<file path="src/rtl/div_radix2.sv">
// Iterative radix-2 restoring divider for DIV/DIVU in the execute stage.
// Produces {remainder, quotient} after WIDTH iterations and stalls the pipeline while busy.
module div_radix2 #(
    parameter int WIDTH = 32
) (
    input  logic                 clk,
    input  logic                 rst,
    input  logic                 start,
    input  logic                 signed_div,
    input  logic                 annul,
    input  logic [WIDTH-1:0]     dividend,
    input  logic [WIDTH-1:0]     divisor,
    output logic                 stall_div,
    output logic                 ready,
    output logic [2*WIDTH-1:0]   result
);

    localparam int CW = $clog2(WIDTH);

    typedef enum logic [1:0] {IDLE, CALC, DONE} state_t;

    state_t           state_reg;
    logic [CW-1:0]    cnt_reg;
    logic [WIDTH:0]   rem_reg;
    logic [WIDTH-1:0] quo_reg;
    logic [WIDTH-1:0] dvs_reg;
    logic             neg_q_reg;
    logic             neg_r_reg;

    logic [WIDTH+1:0] rem_shift;
    logic [WIDTH+1:0] trial;
    logic [WIDTH:0]   rem_next;
    logic [WIDTH-1:0] quo_next;
    logic [WIDTH-1:0] quo_fix;
    logic [WIDTH-1:0] rem_fix;
    logic [WIDTH-1:0] dvd_mag;
    logic [WIDTH-1:0] dvs_mag;

    // Two's-complement absolute value; the most negative value maps to itself as unsigned.
    always_comb begin
        dvd_mag = (signed_div && dividend[WIDTH-1]) ? (WIDTH'(0) - dividend) : dividend;
        dvs_mag = (signed_div && divisor[WIDTH-1])  ? (WIDTH'(0) - divisor)  : divisor;
    end

    // quo_reg doubles as the dividend shift register: its MSB feeds the remainder
    // while quotient bits enter at the LSB.
    always_comb begin
        rem_shift = {rem_reg, quo_reg[WIDTH-1]};
        trial     = rem_shift - {2'b00, dvs_reg};
        if (!trial[WIDTH+1]) begin
            rem_next = trial[WIDTH:0];
            quo_next = {quo_reg[WIDTH-2:0], 1'b1};
        end else begin
            rem_next = rem_shift[WIDTH:0];
            quo_next = {quo_reg[WIDTH-2:0], 1'b0};
        end
        quo_fix = neg_q_reg ? (WIDTH'(0) - quo_next) : quo_next;
        rem_fix = neg_r_reg ? (WIDTH'(0) - rem_next[WIDTH-1:0]) : rem_next[WIDTH-1:0];
    end

    assign stall_div = (((state_reg == IDLE) && start) || (state_reg == CALC)) && !annul;

    always_ff @(posedge clk or negedge rst) begin
        if (!rst) begin
            state_reg <= IDLE;
            cnt_reg   <= '0;
            rem_reg   <= '0;
            quo_reg   <= '0;
            dvs_reg   <= '0;
            neg_q_reg <= 1'b0;
            neg_r_reg <= 1'b0;
            ready     <= 1'b0;
            result    <= '0;
        end else begin
            ready <= 1'b0;
            case (state_reg)
                IDLE: begin
                    if (start && !annul) begin
                        neg_q_reg <= signed_div && (dividend[WIDTH-1] ^ divisor[WIDTH-1]);
                        neg_r_reg <= signed_div && dividend[WIDTH-1];
                        quo_reg   <= dvd_mag;
                        dvs_reg   <= dvs_mag;
                        rem_reg   <= '0;
                        cnt_reg   <= '0;
                        if (divisor == '0) begin
                            result    <= {dividend, {WIDTH{1'b1}}};
                            ready     <= 1'b1;
                            state_reg <= DONE;
                        end else begin
                            state_reg <= CALC;
                        end
                    end
                end
                CALC: begin
                    if (annul) begin
                        state_reg <= IDLE;
                    end else begin
                        rem_reg <= rem_next;
                        quo_reg <= quo_next;
                        cnt_reg <= cnt_reg + 1'b1;
                        if (cnt_reg == CW'(WIDTH - 1)) begin
                            result    <= {rem_fix, quo_fix};
                            ready     <= 1'b1;
                            state_reg <= DONE;
                        end
                    end
                end
                DONE:    state_reg <= IDLE;
                default: state_reg <= IDLE;
            endcase
        end
    end

endmodule

</file>
<file path="config.mk">
export PLATFORM = sky130hd
export DESIGN_NAME = div_radix2
export DESIGN_NICKNAME = d
export VERILOG_FILES = /design/src/rtl/div_radix2.sv
export SDC_FILE = /design/constraint.sdc
export NUM_CORES = 1
export LEC_CHECK = 0
export BUFFER_PORTS_ARGS = -buffer_cell sky130_fd_sc_hd__buf_2
export CAP_MARGIN = 10
export CORE_MARGIN = 4
export CORE_UTILIZATION = 65
export CTS_CLUSTER_SIZE = 30
export DETAILED_ROUTE_END_ITERATION = 12
export PLACE_DENSITY = 0.92
export SYNTH_ARGS = -nofsm -noshare
export SYNTH_HDL_FRONTEND = slang
export SYNTH_SLANG_ARGS = --single-unit
</file>
<file path="constraint.sdc">
create_clock -name clk -period 8.7 [get_ports clk]
set_input_delay 0.87 -clock clk [delete_from_list [all_inputs] [get_ports clk]]
set_output_delay 0.87 -clock clk [all_outputs]
set_load 0.01 [all_outputs]
</file>
======== Word level (Yosys, flattened, before mapping) ========
Index checks and enable logic that the tools add are counted.
word-level totals
  bits in registers ....................... 171
  input bits .............................. 69
  output and inout bits ................... 66
  word-level logic and storage cells ...... 68
cells by class
  add/sub/neg operators ................... 6
  eq/ne operators ......................... 7
  mux-type cells .......................... 30
  bitwise operators ....................... 1
  reduce and logical (&&, ||, !) cells .... 15
operators with widths
  operator                                               number
  2-to-1 mux 64 bit                                      4
  2-to-1 mux 32 bit                                      6
  case mux 64 bit (2 select lines)                       1
  subtractor 1 x 32 -> 32 bit, first input constant      4
  2-to-1 mux 33 bit                                      3
  case mux 33 bit (2 select lines)                       1
  case mux 32 bit (2 select lines)                       1
  subtractor 34 x 32 -> 34 bit                           1
  zero test 32 bit                                       1
  2-to-1 mux 5 bit                                       2
  case mux 5 bit (2 select lines)                        1
  2-to-1 mux 2 bit                                       4
  logical AND 1 bit                                      6
  inequality test 2 x 1 -> 1 bit, second input constant  3
  adder 5 x 1 -> 5 bit, second input constant            1
  equality test 5 bit, second input constant             1
  2-to-1 mux 1 bit                                       5
  AND reduction 5 bit                                    1
  case mux 2 bit (2 select lines)                        1
  AND reduction 2 bit                                    2
  inequality test 3 x 2 -> 1 bit, second input constant  1
  AND reduction 3 bit                                    1
  equality test 2 x 1 -> 1 bit, second input constant    1
  zero test 2 bit                                        1
  other kinds (6)                                        6

======== Longest topological paths before layout ========
  depth in word-level cells ............... 7
  gate-level depth with buffers ........... 26

======== Worst setup path before layout ========
No wires, ideal clock.
  path kind ............................... register -> register
  start ................................... reg rem_reg[7]
  end ..................................... reg result[62]
  data arrival time ....................... 5.265 ns
  data required time ...................... 8.570 ns
  setup slack ............................. 3.305 ns
  cell stages (with the launch flop) ...... 25
  buffers on the path ..................... 4
  clock period less this slack ............ 5.395 ns
  path through ............................ dfrtp_1 -> ha_1 -> buf_2 -> a21oi_2 -> o21ai_1 -> a221oi_2 -> a21o_1 -> a31o_4 -> xnor2_4 -> inv_4 -> buf_2 -> buf_1 -> buf_1 -> o21ai_0 -> inv_1 -> ha_1 -> nand2_1 -> nor3_1 -> or3b_2 -> nor3_1 -> mux2i_1 -> or4b_4 -> o41ai_2 -> xor2_1 -> o21ai_1
on the way
  longest elaborated chain between the ends .. 7
ends and longest elaborated chain
  item                                line  RTL
  start, declared                     24    logic [WIDTH:0] rem_reg;
  start signal, assigned              98    rem_reg <= rem_next;
  subtractor 34 x 32 -> 34 bit        49    trial = rem_shift - {2'b00, dvs_reg};
  2-to-1 mux 33 bit *                 50    if (!trial[WIDTH+1]) begin
  subtractor 1 x 32 -> 32 bit         58    rem_fix = neg_r_reg ? (WIDTH'(0) - rem_next[WIDTH-1:0]) : rem_next[WIDTH-1:0];
  2-to-1 mux 32 bit *                 58
  2-to-1 mux 64 bit *                 101   if (cnt_reg == CW'(WIDTH - 1)) begin
  2-to-1 mux 64 bit *                 95    if (annul) begin
  case mux 64 bit (2 select lines) *  76    case (state_reg)
  end signal, assigned                86    result <= {dividend, {WIDTH{1'b1}}};
  end signal, assigned                102   result <= {rem_fix, quo_fix};
  end, declared                       15    output logic [2*WIDTH-1:0] result
Every way passes the cells marked *; elsewhere a longest branch is shown, timed or not. The select of a mux whose other input is x is not followed.
A chain may end at the register's enable or synchronous reset.

======== Worst setup path after layout ========
Ends and elaborated chain as after synthesis.

==> impl_metrics.env <==
export IMPL_dieArea_um2=21400
export IMPL_nNetsFinal=1757
export IMPL_grt_max_degree=105
export IMPL_antenna_found_initial=0
export IMPL_antenna_cells=0
export IMPL_synthAdderAreaFrac=0.0398
export IMPL_postCtsSetupBuffers=0
export IMPL_synthMuxAreaShare=0.0368
export IMPL_maxSlewViolCount=0
export IMPL_cp_arrival_ps=6060
export IMPL_fin_crit_sh=0.661
export IMPL_avgSynthCellArea_um2=7.93
export IMPL_clk_pin_slew_ps=70
export IMPL_p_per_area_nw_per_um2=353
export IMPL_port_buffers=134
export IMPL_async_flop_share=1.00
export IMPL_synth_distinct_cells=83
export IMPL_fp_coreArea_um2=18800
export IMPL_area_growth_pct=10.6
export IMPL_synth_edff_count=0
export IMPL_synth_ff_type="dfrtp_1"
export IMPL_swShare=0.499
export IMPL_grt_util_all_layers=0.335
export IMPL_path_cells="ha_1, a21oi_2, o21ai_1, a221oi_2, a21o_1, a31o_4, xnor2_4, inv_4, mux2i_1, ha_1, nand2_1, nor3_1, or3b_2, nor3_1, mux2i_1, or4b_4, o41ai_2, xor2_1, o21ai_1"
export IMPL_fin_ws_ps=2950
export IMPL_cp_data_required_time_ps=9010
export IMPL_overflow=0
export IMPL_path_class="reg -> reg"
export IMPL_synth_seq_cells=171
export IMPL_pwr_share_clk=0.158
export IMPL_drc_errors=0
export IMPL_leakagePower_nw=6.31
export IMPL_worst_path_max_fanout=46
export IMPL_worstHoldPathType="reg -> reg"
export IMPL_layout_min_cycle_time_ps=5750
export IMPL_vias=12282
export IMPL_startpoint_type="flip-flop"
export IMPL_cts_hold_buf=0
export IMPL_r2r_start="rem_reg[7]$_DFFE_PN0P_"
export IMPL_gp_congestion=0.969
export IMPL_power_total_mw=4.86
export IMPL_post_drt_wl_per_cell_um=19.3
export IMPL_clockBufferDepth=2
export IMPL_placed_area_um2=13200
export IMPL_r2r_cells=19
export IMPL_min_delay_path_depth=2
export IMPL_ff2ff_setup_slack_ps=2950
export IMPL_maxCapViolations=0
export IMPL_dp_slack_ps=3060
export IMPL_fin_util=0.733
export IMPL_synth_compound_area_frac=0.234
export IMPL_dp_hpwl_um=27300
export IMPL_yosys_area_share_simple=0.207
export IMPL_cts_root_buf="clkbuf_16"
export IMPL_power_switching_mw=2.42
export IMPL_cts_sinks=171
export IMPL_fp_dieW_um=146
export IMPL_grt_pass1_wl_um=58600
export IMPL_r2r_end="result[62]$_DFFE_PN0P_"
export IMPL_detail_route_antenna_nets=0
export IMPL_seq_power_share=0.230
export IMPL_finalNonFillerCells=1896
export IMPL_grt_pass1_vias=11286
export IMPL_synth_area_um2=12400
export IMPL_min_from="result[32]$_DFFE_PN0P_"
export IMPL_largest_register_ffs=64
export IMPL_status="completed"
export IMPL_cpMaxStageDelayCell="or4b_4"
export IMPL_synth_top_family_by_area="compound AO/OA/AOI/OAI gates"
export IMPL_peakVddDrop_mv=0.219
export IMPL_synthesis_instances=1569
export IMPL_num_io_pins=135
export IMPL_worst_pin_slew_ps=992
export IMPL_drt_pass1_iterations=6
export IMPL_critPathMaxStageDelay_ps=610
export IMPL_timing_hold_violations_final=0
export IMPL_rsz0062_at_grt="no"
export IMPL_vias_per_cell=6.48
export IMPL_holdPathEnd="result[32]$_DFFE_PN0P_"
export IMPL_synth_warnings=0
export IMPL_synth_xor_area_frac=0.0916
export IMPL_row_count=50
export IMPL_final_design_area_no_fill_um2=13800
export IMPL_initial_core_util=0.663
export IMPL_insertion_delay_ps=440
export IMPL_drtIter0Drc=1223
export IMPL_tns_ps=0
export IMPL_p_int_mw=2.44
export IMPL_wirelength_um=36600
export IMPL_worstSetupEndpointType="flip-flop"
export IMPL_h_tree_depth=4
export IMPL_numCtsBuffers=17
export IMPL_yosysSeqAreaShare=0.344
export IMPL_drive_gt1_frac=0.129
export IMPL_placed_cells=1864
export IMPL_final_setup_viol_count=0
export IMPL_cts_tree="built"
export IMPL_pwr_share_comb=0.612
export IMPL_slew_limit_headroom=0.338
export IMPL_die_h_um=146
export IMPL_cts_resized=0
export IMPL_max_freq_mhz=174
export IMPL_syn_nets=1677
export IMPL_fin_skew_ps=9.61
export IMPL_hold_worst_slack_ps=465
[cell usage after synthesis, drive strengths merged (3+ instances only)]
| cell type | number | area [um^2] |
|---|---|---|
| o21bai | 7 | 52.6 |
| a21o | 14 | 105 |
| o41ai | 12 | 113 |
| a21oi | 157 | 790 |
| a22o | 4 | 35.0 |
| or2 | 10 | 62.6 |
| nand2b | 8 | 50.1 |
| nor2 | 143 | 537 |
| o31ai | 24 | 180 |
| a31oi | 21 | 131 |
| nand3 | 26 | 130 |
| mux2i | 39 | 390 |
| nor3b | 5 | 37.5 |
| nand2 | 194 | 731 |
| nand4 | 12 | 75.1 |
| or4 | 6 | 45.0 |
| a211oi | 14 | 118 |
| a41oi | 3 | 26.3 |
| a311oi | 3 | 26.3 |
| and2 | 16 | 100 |
| o2111ai | 6 | 52.6 |
| or3 | 29 | 181 |
| nor4 | 19 | 119 |
| dfrtp | 171 | 4280 |
| and3 | 17 | 106 |
| o221ai | 3 | 26.3 |
| xor2 | 70 | 613 |
| buf | 16 | 75.1 |
| o211ai | 10 | 75.1 |
| nor4b | 5 | 50.0 |
| o21ai | 176 | 885 |
| ha | 38 | 475 |
| clkbuf | 67 | 253 |
| mux2 | 6 | 67.6 |
| xnor2 | 58 | 527 |
| nor3 | 46 | 230 |
| a221oi | 3 | 32.5 |
| inv | 66 | 250 |
| nor2b | 3 | 18.8 |
| a21boi | 6 | 45.1 |
[power groups by stage]
stage	clock network, mW	registers, mW	logic, mW
CTS	0.767	1.11	2.90
finish	0.767	1.12	2.97
detailed placement	0	1.12	2.87
floorplan	0	1.05	2.21
global placement	0	1.11	2.82
global route	0.802	1.13	3.24
[area by class of cell]
type                    count  area [um^2]
clock buffers              18          429
clock inverters            14          149
fillers                  1452         5000
inverters                  67          254
multi-input cells        1248         7610
flip-flops and latches    171         4280
well taps                 234          293
repair buffers            144          752
[kinds of logic after synthesis]
kind of cell | count (synthesis)
muxes | 45
adders and majority gates | 39
buffers and inverters | 150
and+or+nand+nor | 550
AOI/OAI and AO/OA | 486
DFF | 171
xor gates and xnor gates | 128
[layer usage]
layer  track usage  routed length [um]  up-vias
li1              -                   -     5764
met4         0.152                1690        0
met3        0.0559                3380       97
met1         0.458               14900     5774
met5             0                   0        -
met2         0.527               16600      647
[how the worst max path moves through the flow]
| stage | cells after the start | to | startpoint | slack, ps |
|---|---|---|---|---|
| after floorplan | 24 | result[62]$_DFFE_PN0P_ | rem_reg[7]$_DFFE_PN0P_ | 3300 |
| after global placement | 19 | result[62]$_DFFE_PN0P_ | rem_reg[5]$_DFFE_PN0P_ | 3250 |
| after detailed placement | 19 | result[62]$_DFFE_PN0P_ | rem_reg[5]$_DFFE_PN0P_ | 3060 |
| after CTS | 19 | result[62]$_DFFE_PN0P_ | rem_reg[7]$_DFFE_PN0P_ | 3040 |
| after global routing | 19 | result[62]$_DFFE_PN0P_ | rem_reg[7]$_DFFE_PN0P_ | 2480 |
| final | 19 | result[62]$_DFFE_PN0P_ | rem_reg[7]$_DFFE_PN0P_ | 2950 |
[placed cells by master (no fill, tap or decap), drive strengths merged, types with 4 or more instances in the layout]
cell type  count
nand2        194
o21ai        176
dfrtp        171
a21oi        157
buf          144
nor2         143
inv           75
xor2          70
xnor2         58
nor3          46
mux2i         39
ha            38
or3           29
nand3         26
o31ai         24
a31oi         21
nor4          19
clkbuf        18
and3          17
and2          16
a21o          14
a211oi        14
nand4         12
o41ai         12
o211ai        10
or2           10
nand2b         8
o21bai         7
or4            6
o2111ai        6
mux2           6
a21boi         6
nor3b          5
nor4b          5
a22o           4
clkinvlp       4
[worst max-delay path, delay by kind of cell, from the launching register on]
kind	cells	cell delay, ps
adder cells (fa/ha/maj)	2	720
multiplexers	2	470
buffers and inverters	1	410
AO/OA/AOI/OAI	7	1550
XOR/XNOR	2	270
AND/OR/NAND/NOR	5	1710
flip-flops	1	480
No activity file was read; power rests on OpenSTA's default activity.
